[src/rtl/imem_loader.sv]
// imem_loader: loads framed little-endian words from a byte stream into insn memory, holding the core until a good frame lands
module imem_loader #(
    parameter int unsigned ADDR_WIDTH = 10,
    parameter logic [7:0]  SYNC_BYTE  = 8'hA5
) (
    input  logic                  clk,
    input  logic                  reset,
    input  logic                  in_valid,
    input  logic [7:0]            in_data,
    output logic                  in_ready,
    output logic                  mem_we,
    output logic [ADDR_WIDTH-1:0] mem_addr,
    output logic [31:0]           mem_wdata,
    output logic                  core_hold,
    output logic                  done,
    output logic                  error
);
    localparam logic [16:0] MAX_WORDS = 17'(2 ** ADDR_WIDTH);

    typedef enum logic [2:0] {IDLE, CNT_LO, CNT_HI, DATA, WRITE, CHECK, DONE, ERROR} state_t;

    state_t                state_q, state_d;
    logic [15:0]           count_q, count_d;
    logic [7:0]            csum_q, csum_d;
    logic [1:0]            byte_idx_q, byte_idx_d;
    logic [ADDR_WIDTH:0]   word_idx_q, word_idx_d;
    logic [31:0]           asm_q, asm_d;
    logic                  in_ready_q, in_ready_d;
    logic                  mem_we_q, mem_we_d;
    logic [ADDR_WIDTH-1:0] mem_addr_q, mem_addr_d;
    logic [31:0]           mem_wdata_q, mem_wdata_d;
    logic                  core_hold_q, core_hold_d;
    logic                  done_q, done_d;
    logic                  error_q, error_d;
    logic                  xfer;

    assign xfer = in_valid & in_ready_q;

    always_comb begin
        state_d    = state_q;
        count_d    = count_q;
        csum_d     = csum_q;
        byte_idx_d = byte_idx_q;
        word_idx_d = word_idx_q;
        asm_d      = asm_q;
        case (state_q)
            IDLE, DONE, ERROR: if (xfer && in_data == SYNC_BYTE) begin
                state_d = CNT_LO;
                csum_d  = '0;
            end
            CNT_LO: if (xfer) begin
                count_d[7:0] = in_data;
                csum_d       = csum_q ^ in_data;
                state_d      = CNT_HI;
            end
            CNT_HI: if (xfer) begin
                count_d[15:8] = in_data;
                csum_d        = csum_q ^ in_data;
                byte_idx_d    = '0;
                word_idx_d    = '0;
                state_d       = ({1'b0, count_d} > MAX_WORDS) ? ERROR : (count_d == '0) ? CHECK : DATA;
            end
            DATA: if (xfer) begin
                asm_d[{byte_idx_q, 3'b000} +: 8] = in_data;
                csum_d     = csum_q ^ in_data;
                byte_idx_d = byte_idx_q + 2'd1;
                state_d    = (byte_idx_q == 2'd3) ? WRITE : DATA;
            end
            WRITE: begin
                word_idx_d = word_idx_q + 1'b1;
                state_d    = (16'(word_idx_d) < count_q) ? DATA : CHECK;
            end
            CHECK: if (xfer) state_d = (in_data == csum_q) ? DONE : ERROR;
            default: state_d = IDLE;
        endcase
        // outputs are registered from the next state so they line up with it
        in_ready_d  = state_d != WRITE;
        mem_we_d    = state_d == WRITE;
        mem_addr_d  = (state_d == WRITE) ? word_idx_q[ADDR_WIDTH-1:0] : mem_addr_q;
        mem_wdata_d = (state_d == WRITE) ? asm_d : mem_wdata_q;
        core_hold_d = state_d != DONE;
        done_d      = state_d == DONE;
        error_d     = state_d == ERROR;
    end

    always_ff @(posedge clk or posedge reset) begin
        if (reset) begin
            state_q     <= IDLE;
            count_q     <= '0;
            csum_q      <= '0;
            byte_idx_q  <= '0;
            word_idx_q  <= '0;
            asm_q       <= '0;
            in_ready_q  <= 1'b1;
            mem_we_q    <= 1'b0;
            mem_addr_q  <= '0;
            mem_wdata_q <= '0;
            core_hold_q <= 1'b1;
            done_q      <= 1'b0;
            error_q     <= 1'b0;
        end else begin
            state_q     <= state_d;
            count_q     <= count_d;
            csum_q      <= csum_d;
            byte_idx_q  <= byte_idx_d;
            word_idx_q  <= word_idx_d;
            asm_q       <= asm_d;
            in_ready_q  <= in_ready_d;
            mem_we_q    <= mem_we_d;
            mem_addr_q  <= mem_addr_d;
            mem_wdata_q <= mem_wdata_d;
            core_hold_q <= core_hold_d;
            done_q      <= done_d;
            error_q     <= error_d;
        end
    end

    assign in_ready  = in_ready_q;
    assign mem_we    = mem_we_q;
    assign mem_addr  = mem_addr_q;
    assign mem_wdata = mem_wdata_q;
    assign core_hold = core_hold_q;
    assign done      = done_q;
    assign error     = error_q;
endmodule
[config.mk]
export PLATFORM = sky130hd
export DESIGN_NAME = imem_loader
export DESIGN_NICKNAME = d
export VERILOG_FILES = /design/src/rtl/imem_loader.sv
export SDC_FILE = /design/constraint.sdc
export NUM_CORES = 1
export LEC_CHECK = 0
export ABC_AREA = 1
export BUFFER_PORTS_ARGS = -buffer_cell sky130_fd_sc_hd__buf_2
export CELL_PAD_IN_SITES_DETAIL_PLACEMENT = 0
export CELL_PAD_IN_SITES_GLOBAL_PLACEMENT = 1
export CORE_MARGIN = 3
export CORE_UTILIZATION = 29
export DETAILED_ROUTE_END_ITERATION = 8
export PLACE_DENSITY_LB_ADDON = 0.08
export SETUP_SLACK_MARGIN = 0.05
export SYNTH_ARGS = -nofsm -noshare
export SYNTH_HDL_FRONTEND = slang
export SYNTH_SLANG_ARGS = --single-unit
[constraint.sdc]
create_clock -name clk -period 11.5 [get_ports clk]
set_clock_uncertainty 0.15 [all_clocks]
set_input_delay 1.725 -clock clk [delete_from_list [all_inputs] [get_ports clk]]
set_output_delay 1.725 -clock clk [all_outputs]
set_load 0.01 [all_outputs]
==> metrics <==
CP most frequent cell nand2_1; PD cells 293.7 mW/mm^2; fmax 0.2288 GHz; Initial Util 30.11%; Reg clk slew, reported paths 0.06 ns; cell with the largest stage delay on the worst path nand2_2; total CTS buffers 17; Worst Path Max Fanout 45; clk sink count 119; sequential share of the synthesized area 51.87%; CP delay by family, top simple AND/OR/NAND/NOR gates; vias in the first global route 4531; Adder-Cell Fraction of Synth Area 3.920%; Root Driver clkbuf_16; Yosys cell types 37; Slew HR 26.07%; total wire length 15070 um; synthesis-to-layout area growth 18.45%; synth warn 0; RSZ-0062 raised after global routing no; Max Cap Viol 0; drt initial violations 309; layout cells sized above 1 17.48%; synthesized instance count 653; Slew @ Worst Pin 1.109 ns; Final Non-Filler Cells 981; Buf+Inv Stages, Crit Path 1; CTS tree done; Die Wd 146.8 um; syn_area_per_cell 8.799 um^2; number of port buffers 57; Max Slew Vio Count 0; endpoints failing hold 0; HP Class flip-flop to flip-flop; Leak 0.003521 uW; drt wl/cell 15.36 um; WP data arrival 4.52 ns; First-pass DRT Iterations 6; NumNets Final 739; Setup Buffers After CTS 0; Synth Area in Compound Gates 8.733%; CP required 11.65 ns; Antenna Violating Nets Remaining 0; run status finished clean; min cycle time layout 4.372 ns; Inst Count DP 951; cells along the critical path ha_1 -> nand2_1 -> inv_1 -> nand2_1 -> nor3_1 -> nand2_1 -> nor3_1 -> xor2_1 -> ha_1 -> nand3_1 -> nor3_1 -> nand2_1 -> nand2_1 -> nand2_1 -> nand2_1 -> nand2_1 -> nand2_2 -> nand3_4 -> nand2_1 -> nand2_1; # DRC 0; I/O pin cnt 58; # diodes 0; vias per cell 4.598; number of H-tree levels 4; mux cell area share after synthesis 1.372%; Synth Register Bits 119; CP Class flip-flop to flip-flop; fraction of the cycle the final worst path needs 38.01%; # rows 50; Clock Latency Late Sink 0.41 ns; Simple-Gate Fraction of Synth Area 25.22%; via count 4511; All-Layer GR Usage 14.64%; slowest stage delay, CP 0.67 ns; hold buffer count at CTS 0; first-pass GRT wire length 24960 um; syn_nets 682; Mapped Area 0.005746 mm^2; largest net degree at the start of global routing 69; Congestion Overflow GR 0; post-DP HPWL 10450 um; gpl congestion 0.7887; Die Ht 146.8 um; Max Root-Sink Buffers 2; Crit. End Element flip-flop; setup_tns 0 ns; initial antenna violation count 0; post-CTS sizing 0; final setup vio count 0; largest family of logic cells by synthesized area simple AND/OR/NAND/NOR gates; Max IR drop VDD 0.0001396 V; Core ar. 0.01908 mm^2; xor and xnor area share after synthesis 1.982%; die area 0.02154 mm^2; startpoint types flip-flop
==> Yosys cell counts <==
cell      number  area [um^2]
buf_4          1        7.510
inv_1         57        214.0
o21ai_2        1        8.760
nor2_4         2        22.52
nor2_1        39        146.4
xor2_1        11        96.34
o41ai_1        1        8.760
mux2_2         7        78.83
nand2_2        7        43.79
o21ai_0       43        215.2
dfrtp_1      117         2928
buf_6          9        101.4
nor3_4         1        16.27
o22ai_1        5        31.28
nor3_1        14        70.07
dfstp_2        2        52.55
inv_2          8        30.03
a22oi_4        1        21.27
clkbuf_1       5        18.77
nand3_2        1        10.01
buf_2          5        25.02
o31ai_1        9        67.56
xnor2_1        2        17.52
nand3b_1       2        15.01
o21ai_4        1        16.27
o21a_1         5        37.54
o21ai_1        9        45.04
a21oi_1        7        35.03
nand3_1       69        345.3
nand4_1        2        12.51
nor2_8         1        20.02
nand2_4        1        11.26
nor2_2         5        31.28
nand3_4        1        17.52
ha_1          18        225.2
nand2_1      183        686.9
a221oi_2       1        15.01
==> worst register-to-register path, delay by kind of cell, from the launching register on <==
kind                     cells  cell delay, ns
XOR/XNOR                     1            0.14
adder cells (fa/ha/maj)      2            0.53
buffers and inverters        1            0.08
flip-flops                   1            0.47
AND/OR/NAND/NOR             16            2.88
==> per-layer routing <==
| layer | vias to the layer above | global-route usage (%) | wire (um) |
|---|---|---|---|
| met5 | - | 0 | 0 |
| met4 | 0 | 5.409 | 207 |
| met3 | 12 | 2.653 | 474 |
| met2 | 78 | 23.99 | 7374 |
| met1 | 2181 | 19.40 | 7013 |
| li1 | 2240 | - | - |
==> cell families (layout without fill, tap and decap cells) <==
| family | after synthesis | after routing |
|---|---|---|
| flops | 119 | 119 |
| compound gates | 83 | 83 |
| fa+ha+maj | 18 | 18 |
| xor+xnor | 13 | 13 |
| simple gates | 328 | 328 |
| buf+inv | 85 | 153 |
| mux | 7 | 7 |
==> final cells by class <==
type	instances	area (um^2)
multi-input cells	449	2369
well taps	260	325.3
flip-flops and latches	119	2980
repair buffers	58	292.8
inverters	65	246.5
clock buffers	20	436.7
clock inverters	10	155.1
fillers	1990	12280
==> through the flow <==
stage / total power [uW] / hold slack, ns / worst slack (ns) / util [%] / area, um^2
2_1_floorplan: 1283 / 0.3001 / 6.471 / - / 5746
3_3_place_gp: 1463 / 0.3018 / 6.769 / 32.56 / 6213
3_5_place_dp: 1479 / 0.3041 / 6.649 / 32.56 / 6213
4_1_cts: 2035 / 0.3213 / 6.977 / 35.67 / 6805
5_1_grt: 2172 / 0.3385 / 6.594 / 35.67 / 6805
6_report: 1998 / 0.3168 / 7.128 / 35.67 / 6805
==> power by group <==
| part | total [uW] | internal (uW) | switching [uW] |
|---|---|---|---|
| sequential | 673 | 573 | 101 |
| combinational | 780 | 247 | 532 |
| clock | 546 | 358 | 187 |
==> cell usage in the layout (no fill, tap or decap), types with 8 or more instances in the layout <==
master and instances:
nand2_1 183, inv_2 8, o21ai_0 43, inv_1 56, ha_1 18, nor2_1 39
o31ai_1 9, clkbuf_16 17, buf_2 57, dfrtp_1 117, nand3_1 69, xor2_1 11
nor3_1 14, o21ai_1 9
==> final timing paths <==
path	slack, ns	to	start	depth (start not counted)
worst max register to register	7.13	mem_wdata[29]	word_idx_q[0]	20
min in group asynchronous	1.26	mem_we	reset	2
worst min register to register	0.32	mem_wdata[25]	mem_wdata[25]	2
worst max-delay path	7.13	mem_wdata[29]	word_idx_q[0]	20
max in group asynchronous	8.56	mem_wdata[2]	reset	3
worst min-delay path	0.32	mem_wdata[25]	mem_wdata[25]	2
==> state kept, by name (all words and copies together) (netlist names) <==
register	cells
asm_q	32
mem_wdata	32
count_q	16
word_idx_q	11
mem_addr	10
csum_q	8
state_q	3
byte_idx_q	2
core_hold	1
done	1
error	1
in_ready	1
mem_we	1
(Power assumes the default switching activity.)
